<file path="src/rtl/encoder4_pkg.sv">
// encoder4_pkg: shared definitions for the serial pattern encoder and the
// matching decoder/benches.
//   - state_e     : encoder FSM state encoding (S_IDLE .. S_GAP)
//   - DEF_*       : default pattern width, payload width and gap length
//   - max3()      : helper used to size the shared bit counter
package encoder4_pkg;

  localparam int DEF_PAT_W  = 4;
  localparam int DEF_DATA_W = 8;
  localparam int DEF_GAP    = 2;

  typedef enum logic [2:0] {
    S_IDLE  = 3'd0,
    S_PROG  = 3'd1,
    S_ARMED = 3'd2,
    S_SYNC  = 3'd3,
    S_DATA  = 3'd4,
    S_GAP   = 3'd5
  } state_e;

  function automatic int max3(input int a, input int b, input int c);
    int m;
    m = (a > b) ? a : b;
    return (m > c) ? m : c;
  endfunction

endpackage

</file>
<file path="src/rtl/encoder4_if.sv">
// encoder4_if: request/response bundle between a stimulus master and the
// encoder.
//   pattern/load : pattern to program and its request
//   data/send    : payload word and frame request
//   prgm/sig     : serial bits toward the decoder
//   busy/programmed/done : encoder status
// Modports: master drives requests, slave (the encoder) drives serial/status.
interface encoder4_if
  import encoder4_pkg::*;
#(
  parameter int PAT_W  = DEF_PAT_W,
  parameter int DATA_W = DEF_DATA_W
);

  logic [PAT_W-1:0]  pattern;
  logic              load;
  logic [DATA_W-1:0] data;
  logic              send;
  logic              prgm;
  logic              sig;
  logic              busy;
  logic              programmed;
  logic              done;

  modport master (
    output pattern, load, data, send,
    input  prgm, sig, busy, programmed, done
  );

  modport slave (
    input  pattern, load, data, send,
    output prgm, sig, busy, programmed, done
  );

endinterface

</file>
<file path="src/rtl/encoder4_piso_shift.sv">
// encoder4_piso_shift: parallel-in / serial-out shifter, MSB first.
//   clk, clr    : clock and async active-high clear
//   ld_i, din_i : parallel load (has priority over shift)
//   sh_i        : shift left by one, zero fill
//   msb_nxt_o   : MSB the register will hold after the coming edge; lets the
//                 owner register its serial output in the same cycle the
//                 shifter updates.
module encoder4_piso_shift #(
  parameter int W = 4
) (
  input  logic         clk,
  input  logic         clr,
  input  logic         ld_i,
  input  logic         sh_i,
  input  logic [W-1:0] din_i,
  output logic         msb_nxt_o
);

  logic [W-1:0] sreg_q;
  logic [W-1:0] sreg_d;

  always_comb begin
    sreg_d = sreg_q;
    if (ld_i)      sreg_d = din_i;
    else if (sh_i) sreg_d = sreg_q << 1;
  end

  assign msb_nxt_o = sreg_d[W-1];

  always_ff @(posedge clk or posedge clr) begin
    if (clr) sreg_q <= '0;
    else     sreg_q <= sreg_d;
  end

endmodule

</file>
<file path="src/rtl/encoder4.sv">
// encoder4: serial pattern transmitter feeding a decoder's prgm/sig inputs.
// Programs a PAT_W-bit match pattern on prgm, then on request emits frames
// on sig: sync pattern, payload MSB first, GAP idle zero bits.
//   clk : clock, all state changes on posedge
//   clr : asynchronous active-high reset
//   bus : encoder4_if.slave (pattern/load, data/send in; prgm/sig,
//         busy/programmed/done out, all registered)
module encoder4
  import encoder4_pkg::*;
#(
  parameter int PAT_W  = DEF_PAT_W,
  parameter int DATA_W = DEF_DATA_W,
  parameter int GAP    = DEF_GAP
) (
  input  logic      clk,
  input  logic      clr,
  encoder4_if.slave bus
);

  localparam int CNT_W = $clog2(max3(PAT_W, DATA_W, GAP) + 1);
  typedef logic [CNT_W-1:0] cnt_t;

  state_e           state_q, state_d;
  cnt_t             cnt_q, cnt_d;
  logic [PAT_W-1:0] pat_q;
  logic             prgm_q, sig_q, busy_q, done_q, programmed_q;

  logic             last_c, frame_end_c, acc_load_c, start_c;
  logic             pat_ld_c, pat_sh_c, dat_sh_c;
  logic [PAT_W-1:0] pat_din_c;
  logic             pat_msb_nxt, dat_msb_nxt;

  // Index of the final cycle of the field the state is emitting.
  function automatic cnt_t field_last(input state_e s);
    case (s)
      S_PROG, S_SYNC: return cnt_t'(PAT_W - 1);
      S_DATA:         return cnt_t'(DATA_W - 1);
      S_GAP:          return cnt_t'((GAP > 0) ? GAP - 1 : 0);
      default:        return '0;
    endcase
  endfunction

  // True for the last cycle of a frame (done cycle).
  function automatic logic frame_last(input state_e s, input cnt_t c);
    if (GAP > 0) return (s == S_GAP)  && (c == field_last(S_GAP));
    else         return (s == S_DATA) && (c == field_last(S_DATA));
  endfunction

  assign last_c      = (cnt_q == field_last(state_q));
  assign frame_end_c = frame_last(state_q, cnt_q);
  assign acc_load_c  = ((state_q == S_IDLE) || (state_q == S_ARMED)) && bus.load;
  // A frame starts from ARMED (load has priority) or directly off the done
  // cycle when send is still held, which makes frames back-to-back.
  assign start_c     = ((state_q == S_ARMED) && bus.send && !bus.load) ||
                       (frame_end_c && bus.send);

  // Pattern shifter serves both PROG and SYNC; reloaded from the captured
  // pattern at every frame start.
  assign pat_ld_c  = acc_load_c || start_c;
  assign pat_din_c = acc_load_c ? bus.pattern : pat_q;
  assign pat_sh_c  = (state_q == S_PROG) || (state_q == S_SYNC);
  assign dat_sh_c  = (state_q == S_DATA);

  encoder4_piso_shift #(.W(PAT_W)) u_pat_sh (
    .clk       (clk),
    .clr       (clr),
    .ld_i      (pat_ld_c),
    .sh_i      (pat_sh_c),
    .din_i     (pat_din_c),
    .msb_nxt_o (pat_msb_nxt)
  );

  encoder4_piso_shift #(.W(DATA_W)) u_dat_sh (
    .clk       (clk),
    .clr       (clr),
    .ld_i      (start_c),
    .sh_i      (dat_sh_c),
    .din_i     (bus.data),
    .msb_nxt_o (dat_msb_nxt)
  );

  always_comb begin
    state_d = state_q;
    cnt_d   = '0;
    case (state_q)
      S_IDLE: begin
        if (acc_load_c) state_d = S_PROG;
      end
      S_ARMED: begin
        if (acc_load_c)   state_d = S_PROG;
        else if (start_c) state_d = S_SYNC;
      end
      S_PROG: begin
        if (last_c) state_d = S_ARMED;
        else        cnt_d   = cnt_q + cnt_t'(1);
      end
      S_SYNC: begin
        if (last_c) state_d = S_DATA;
        else        cnt_d   = cnt_q + cnt_t'(1);
      end
      S_DATA: begin
        if (!last_c)     cnt_d   = cnt_q + cnt_t'(1);
        else if (GAP > 0) state_d = S_GAP;
        else             state_d = start_c ? S_SYNC : S_ARMED;
      end
      S_GAP: begin
        if (last_c) state_d = start_c ? S_SYNC : S_ARMED;
        else        cnt_d   = cnt_q + cnt_t'(1);
      end
      default: state_d = S_IDLE;
    endcase
  end

  // Outputs are registered from the next state so each serial bit appears in
  // the cycle after the edge that selected it.
  always_ff @(posedge clk or posedge clr) begin
    if (clr) begin
      state_q      <= S_IDLE;
      cnt_q        <= '0;
      pat_q        <= '0;
      prgm_q       <= 1'b0;
      sig_q        <= 1'b0;
      busy_q       <= 1'b0;
      done_q       <= 1'b0;
      programmed_q <= 1'b0;
    end else begin
      state_q      <= state_d;
      cnt_q        <= cnt_d;
      if (acc_load_c) pat_q <= bus.pattern;
      prgm_q       <= (state_d == S_PROG) && pat_msb_nxt;
      sig_q        <= (state_d == S_SYNC) ? pat_msb_nxt :
                      (state_d == S_DATA) ? dat_msb_nxt : 1'b0;
      busy_q       <= (state_d inside {S_PROG, S_SYNC, S_DATA, S_GAP});
      done_q       <= frame_last(state_d, cnt_d);
      programmed_q <= programmed_q || ((state_q == S_PROG) && last_c);
    end
  end

  assign bus.prgm       = prgm_q;
  assign bus.sig        = sig_q;
  assign bus.busy       = busy_q;
  assign bus.done       = done_q;
  assign bus.programmed = programmed_q;

endmodule

</file>
<file path="src/flat_wrapper.sv">
// flat-port wrapper written by rule: the top's interface ports become plain ports
module encoder4_flat import encoder4_pkg::*;
#(
  parameter int PAT_W  = DEF_PAT_W,
  parameter int DATA_W = DEF_DATA_W,
  parameter int GAP    = DEF_GAP
)
  (clk, clr, bus_pattern, bus_load, bus_data, bus_send, bus_prgm, bus_sig, bus_busy, bus_programmed, bus_done);
  encoder4_if #(.PAT_W(PAT_W), .DATA_W(DATA_W)) bus_i ();
  input  logic clk;
  input  logic clr;
  input wire logic [$bits(bus_i.pattern)-1:0] bus_pattern;
  input wire logic [$bits(bus_i.load)-1:0] bus_load;
  input wire logic [$bits(bus_i.data)-1:0] bus_data;
  input wire logic [$bits(bus_i.send)-1:0] bus_send;
  output wire logic [$bits(bus_i.prgm)-1:0] bus_prgm;
  output wire logic [$bits(bus_i.sig)-1:0] bus_sig;
  output wire logic [$bits(bus_i.busy)-1:0] bus_busy;
  output wire logic [$bits(bus_i.programmed)-1:0] bus_programmed;
  output wire logic [$bits(bus_i.done)-1:0] bus_done;
  assign bus_i.pattern = bus_pattern;
  assign bus_i.load = bus_load;
  assign bus_i.data = bus_data;
  assign bus_i.send = bus_send;
  assign bus_prgm = bus_i.prgm;
  assign bus_sig = bus_i.sig;
  assign bus_busy = bus_i.busy;
  assign bus_programmed = bus_i.programmed;
  assign bus_done = bus_i.done;
  encoder4 #(.PAT_W(PAT_W), .DATA_W(DATA_W), .GAP(GAP)) u_core (.clk(clk), .clr(clr), .bus(bus_i));
endmodule
</file>
<file path="config.mk">
export PLATFORM = sky130hd
export DESIGN_NAME = encoder4_flat
export DESIGN_NICKNAME = d
export VERILOG_FILES = /design/src/rtl/encoder4_pkg.sv /design/src/rtl/encoder4_if.sv /design/src/rtl/encoder4_piso_shift.sv /design/src/rtl/encoder4.sv /design/src/flat_wrapper.sv
export SDC_FILE = /design/constraint.sdc
export NUM_CORES = 1
export LEC_CHECK = 0
export CAP_MARGIN = 20
export CORE_MARGIN = 1
export CORE_UTILIZATION = 29
export CTS_BUF_LIST = sky130_fd_sc_hd__clkbuf_4 sky130_fd_sc_hd__clkbuf_8
export DETAILED_ROUTE_END_ITERATION = 16
export PLACE_DENSITY = 0.62
export SKIP_CTS_REPAIR_TIMING = 1
export SYNTH_ARGS = -nofsm -noshare
export SYNTH_HDL_FRONTEND = slang
export SYNTH_SLANG_ARGS = --single-unit
</file>
<file path="constraint.sdc">
create_clock -name clk -period 2.2 [get_ports clk]
set_clock_uncertainty 0.2 [all_clocks]
set_input_delay 0.44 -clock clk [delete_from_list [all_inputs] [get_ports clk]]
set_output_delay 0.44 -clock clk [all_outputs]
set_load 0.01 [all_outputs]
</file>
==> impl_metrics.env <==
export IMPL_status="completed"
export IMPL_crit_path_max_fanout=6
export IMPL_worstPathCellList="buf_4 -> nor3b_2 -> nand3_2 -> a31oi_4 -> mux2i_2 -> o2bb2ai_1"
export IMPL_areaGrowthSynthToFinish_pct=30.09
export IMPL_ys_flop_type="dfrtp_1"
export IMPL_grt_pass1_vias=1148
export IMPL_final_setup_tns_ns=0
export IMPL_r2r_start="u_core.state_q[0]$_DFF_PP0_"
export IMPL_dpl_cell_area_sq_um=1841
export IMPL_synth_seq_area_share_pct=47.86
export IMPL_slew_violations=0
export IMPL_clk_latency_ns=0.28
export IMPL_whs_endpoint="u_core.bus.programmed$_DFF_PP0_"
export IMPL_antenna_found_initial=0
export IMPL_p_clk_share_pct=12.9
export IMPL_reg2reg_depth=6
export IMPL_switchingPower_mw=0.8823
export IMPL_p_sw_share_pct=35.50
export IMPL_post_route_cell_area_sq_um=1904
export IMPL_p_int_mw=1.603
export IMPL_ys_types=47
export IMPL_p_total_mw=2.486
export IMPL_die_width_um=73.05
export IMPL_cap_violations=0
export IMPL_htreeDepth=1
export IMPL_grt_usage_pct=12.58
export IMPL_fillers=463
export IMPL_irDropWorstVdd_uv=507.3
export IMPL_clockRootBuffer="clkbuf_8"
export IMPL_gp_congestion=0.8480
export IMPL_synth_seq_cells=28
export IMPL_grt_ovfl_total=0
export IMPL_drt_iter0_drc=10
export IMPL_cts_buffers=3
export IMPL_path_buf_inv=1
export IMPL_hold_path_depth=1
export IMPL_cp_start_kind="register"
export IMPL_postSynthCellCount=124
export IMPL_start_util_pct=30.59
export IMPL_syn_area_sq_um=1464
export IMPL_end_kind="register"
export IMPL_hold_viol_final=0
export IMPL_relSlewSlack_pct=75.99
export IMPL_max_slew_worst_pin_slew_ns=0.3602
export IMPL_wl_per_cell_um=12.91
export IMPL_via_count=1060
export IMPL_totalWireLength_mm=2.943
export IMPL_avgSynthCellArea_sq_um=11.81
export IMPL_clock_path_buffers=2
export IMPL_power_density_nw_per_um2=1305
export IMPL_cp_top_family="simple AND/OR/NAND/NOR gates"
export IMPL_dp_cells=224
export IMPL_ant_nets=0
export IMPL_fp_coreArea_sq_um=4786
export IMPL_r2r_slack_ns=0.12
export IMPL_crit_required_ns=2.21
export IMPL_netlist_top_cell_by_area="dfrtp_1"
export IMPL_period_share_pct=94.75
export IMPL_dieArea_sq_um=5336
export IMPL_reg2reg_to="u_core.bus.sig$_DFF_PP0_"
export IMPL_avgViaCountPerCell=4.649
export IMPL_antenna_cells=0
export IMPL_cts_clk_slew_worst_paths_ns=0.10
export IMPL_hpwl_mm=2.232
export IMPL_fin_nets=180
export IMPL_setup_violations=0
export IMPL_grt_start_max_net_pins=29
export IMPL_drc=0
export IMPL_p_leak_nw=0.8166
export IMPL_synth_area_leaders="dfrtp_1, a221o_1, mux2_2"
export IMPL_synth_top_area_share_pct=47.86
export IMPL_ys_async_sr_fraction_pct=100.0
export IMPL_cts_tree="yes"
export IMPL_io_buffer_count=20
export IMPL_grt_setup_unrepaired="false"
export IMPL_min_period_ns=2.084
export IMPL_critPathMaxStageDelay_ns=0.41
export IMPL_grt_pass1_wl_mm=5.202
export IMPL_pwr_share_comb_pct=51.0
export IMPL_synth_edff_count=0
export IMPL_clock_fmax_ghz=0.4798
export IMPL_critical_path_class="register to register"
export IMPL_cp_arrival_ns=2.09
export IMPL_instances_no_fill=228
export IMPL_row_count=25
export IMPL_hold_path_class="register to register"
export IMPL_clock_sinks=28
export IMPL_die_h_um=73.05
export IMPL_seqPwrFrac_pct=36.1
export IMPL_crit_slowest_cell="dfrtp_1"
export IMPL_yosys_warnings=0
export IMPL_syn_nets=142
export IMPL_firstDrtPassIters=4
export IMPL_ioPinCount=21
export IMPL_hold_start="u_core.bus.programmed$_DFF_PP0_"
export IMPL_final_util_pct=39.79
export IMPL_layout_drive_gt1_share_pct=29.19
[cell type report]
class	count	area, sq um	share of cell area [%]
multi-input combinational	85	700.7	36.79
inverter	5	18.77	0.9855
sequential	28	700.7	36.79
clock buffer	4	55.05	2.891
tap	67	83.83	4.402
timing repair buffer	39	345.3	18.13
[per-stage QoR]
step | setup WS (ns) | hold WS [ns]
3_3_place_gp | -0.2388 | 0.2632
3_5_place_dp | -0.2810 | 0.2664
4_1_cts | 0.01852 | 0.2882
2_1_floorplan | 0.1830 | 0.2547
5_1_grt | 0.001758 | 0.3197
6_report | 0.1156 | 0.2789
[synth_stat cells (2+ instances only)]
cell type	instances
nand2_1	5
dfrtp_1	28
nor2b_1	9
inv_1	5
mux2i_1	2
buf_4	3
nand3_1	3
ha_1	2
buf_6	2
o21ai_0	4
mux2_2	5
a221o_1	6
xnor2_1	2
nor2_1	9
a211oi_1	2
nor3_1	2
a21oi_1	4
mux2_1	2
[power groups by stage]
stage | sequential, mW | clock, mW | combinational (mW)
after global placement | 0.898 | 0 | 1.21
after detailed placement | 0.905 | 0 | 1.25
final | 0.897 | 0.320 | 1.27
after global routing | 0.928 | 0.354 | 1.39
after CTS | 0.897 | 0.329 | 1.26
after floorplan | 0.855 | 0 | 0.900
[kinds of logic (layout without fill, tap and decap cells)]
family                   Yosys count  after routing  synth area share, %
adder cells (fa/ha/maj)            2              2                1.709
AO/OA/AOI/OAI                     24             24                13.50
flip-flops                        28             28                47.86
buffers and inverters             11             48                4.700
AND/OR/NAND/NOR                   46             46                22.65
multiplexers                      10             10                7.777
XOR/XNOR                           3              3                1.795
[worst max-delay path by stage]
stage,endpoint,slack [ns],from,depth (start not counted)
2_1_floorplan,u_core.bus.prgm$_DFF_PP0_,0.18,u_core.state_q[2]$_DFF_PP0_,6
3_3_place_gp,u_core.bus.prgm$_DFF_PP0_,-0.24,bus_load,6
3_5_place_dp,u_core.bus.prgm$_DFF_PP0_,-0.28,bus_load,6
4_1_cts,u_core.bus.prgm$_DFF_PP0_,0.02,bus_load,6
5_1_grt,u_core.bus.sig$_DFF_PP0_,0.002,u_core.state_q[0]$_DFF_PP0_,6
6_report,u_core.bus.sig$_DFF_PP0_,0.12,u_core.state_q[0]$_DFF_PP0_,6
[per-layer routing]
layer  part of all wire (%)  routed length [um]  global-route usage [%]
met1                     45                1333                   14.36
met4                    1.6                  47                   6.318
met2                     50                1473                   22.94
met3                    3.0                  88                   1.519
met5                      0                   0                       0
[state kept, by name (all words and copies together) (netlist names)]
signal and count:
u_core.bus.sig 1, u_core.bus.programmed 1, u_core.bus.prgm 1, u_core.state_q 3, u_core.pat_q 4, u_core.u_dat_sh.sreg_q 8, u_core.u_pat_sh.sreg_q 4, u_core.bus.busy 1
u_core.bus.done 1, u_core.cnt_q 4
[layout by cell type, fill, tap and decap left out, types with 2 or more instances in the layout]
cell	synthesis	routed
a211oi_1	2	2
a21oi_1	4	4
a221o_1	6	6
buf_4	3	19
clkbuf_8	0	4
clkdlybuf4s50_1	0	19
dfrtp_1	28	28
ha_1	2	2
inv_1	5	5
mux2_2	5	6
nand2_1	5	5
nand3_1	3	3
nor2_1	9	9
nor2b_1	9	8
nor2b_2	1	2
nor3_1	2	2
o21ai_0	4	4
xnor2_1	2	2
(Power assumes the default switching activity.)
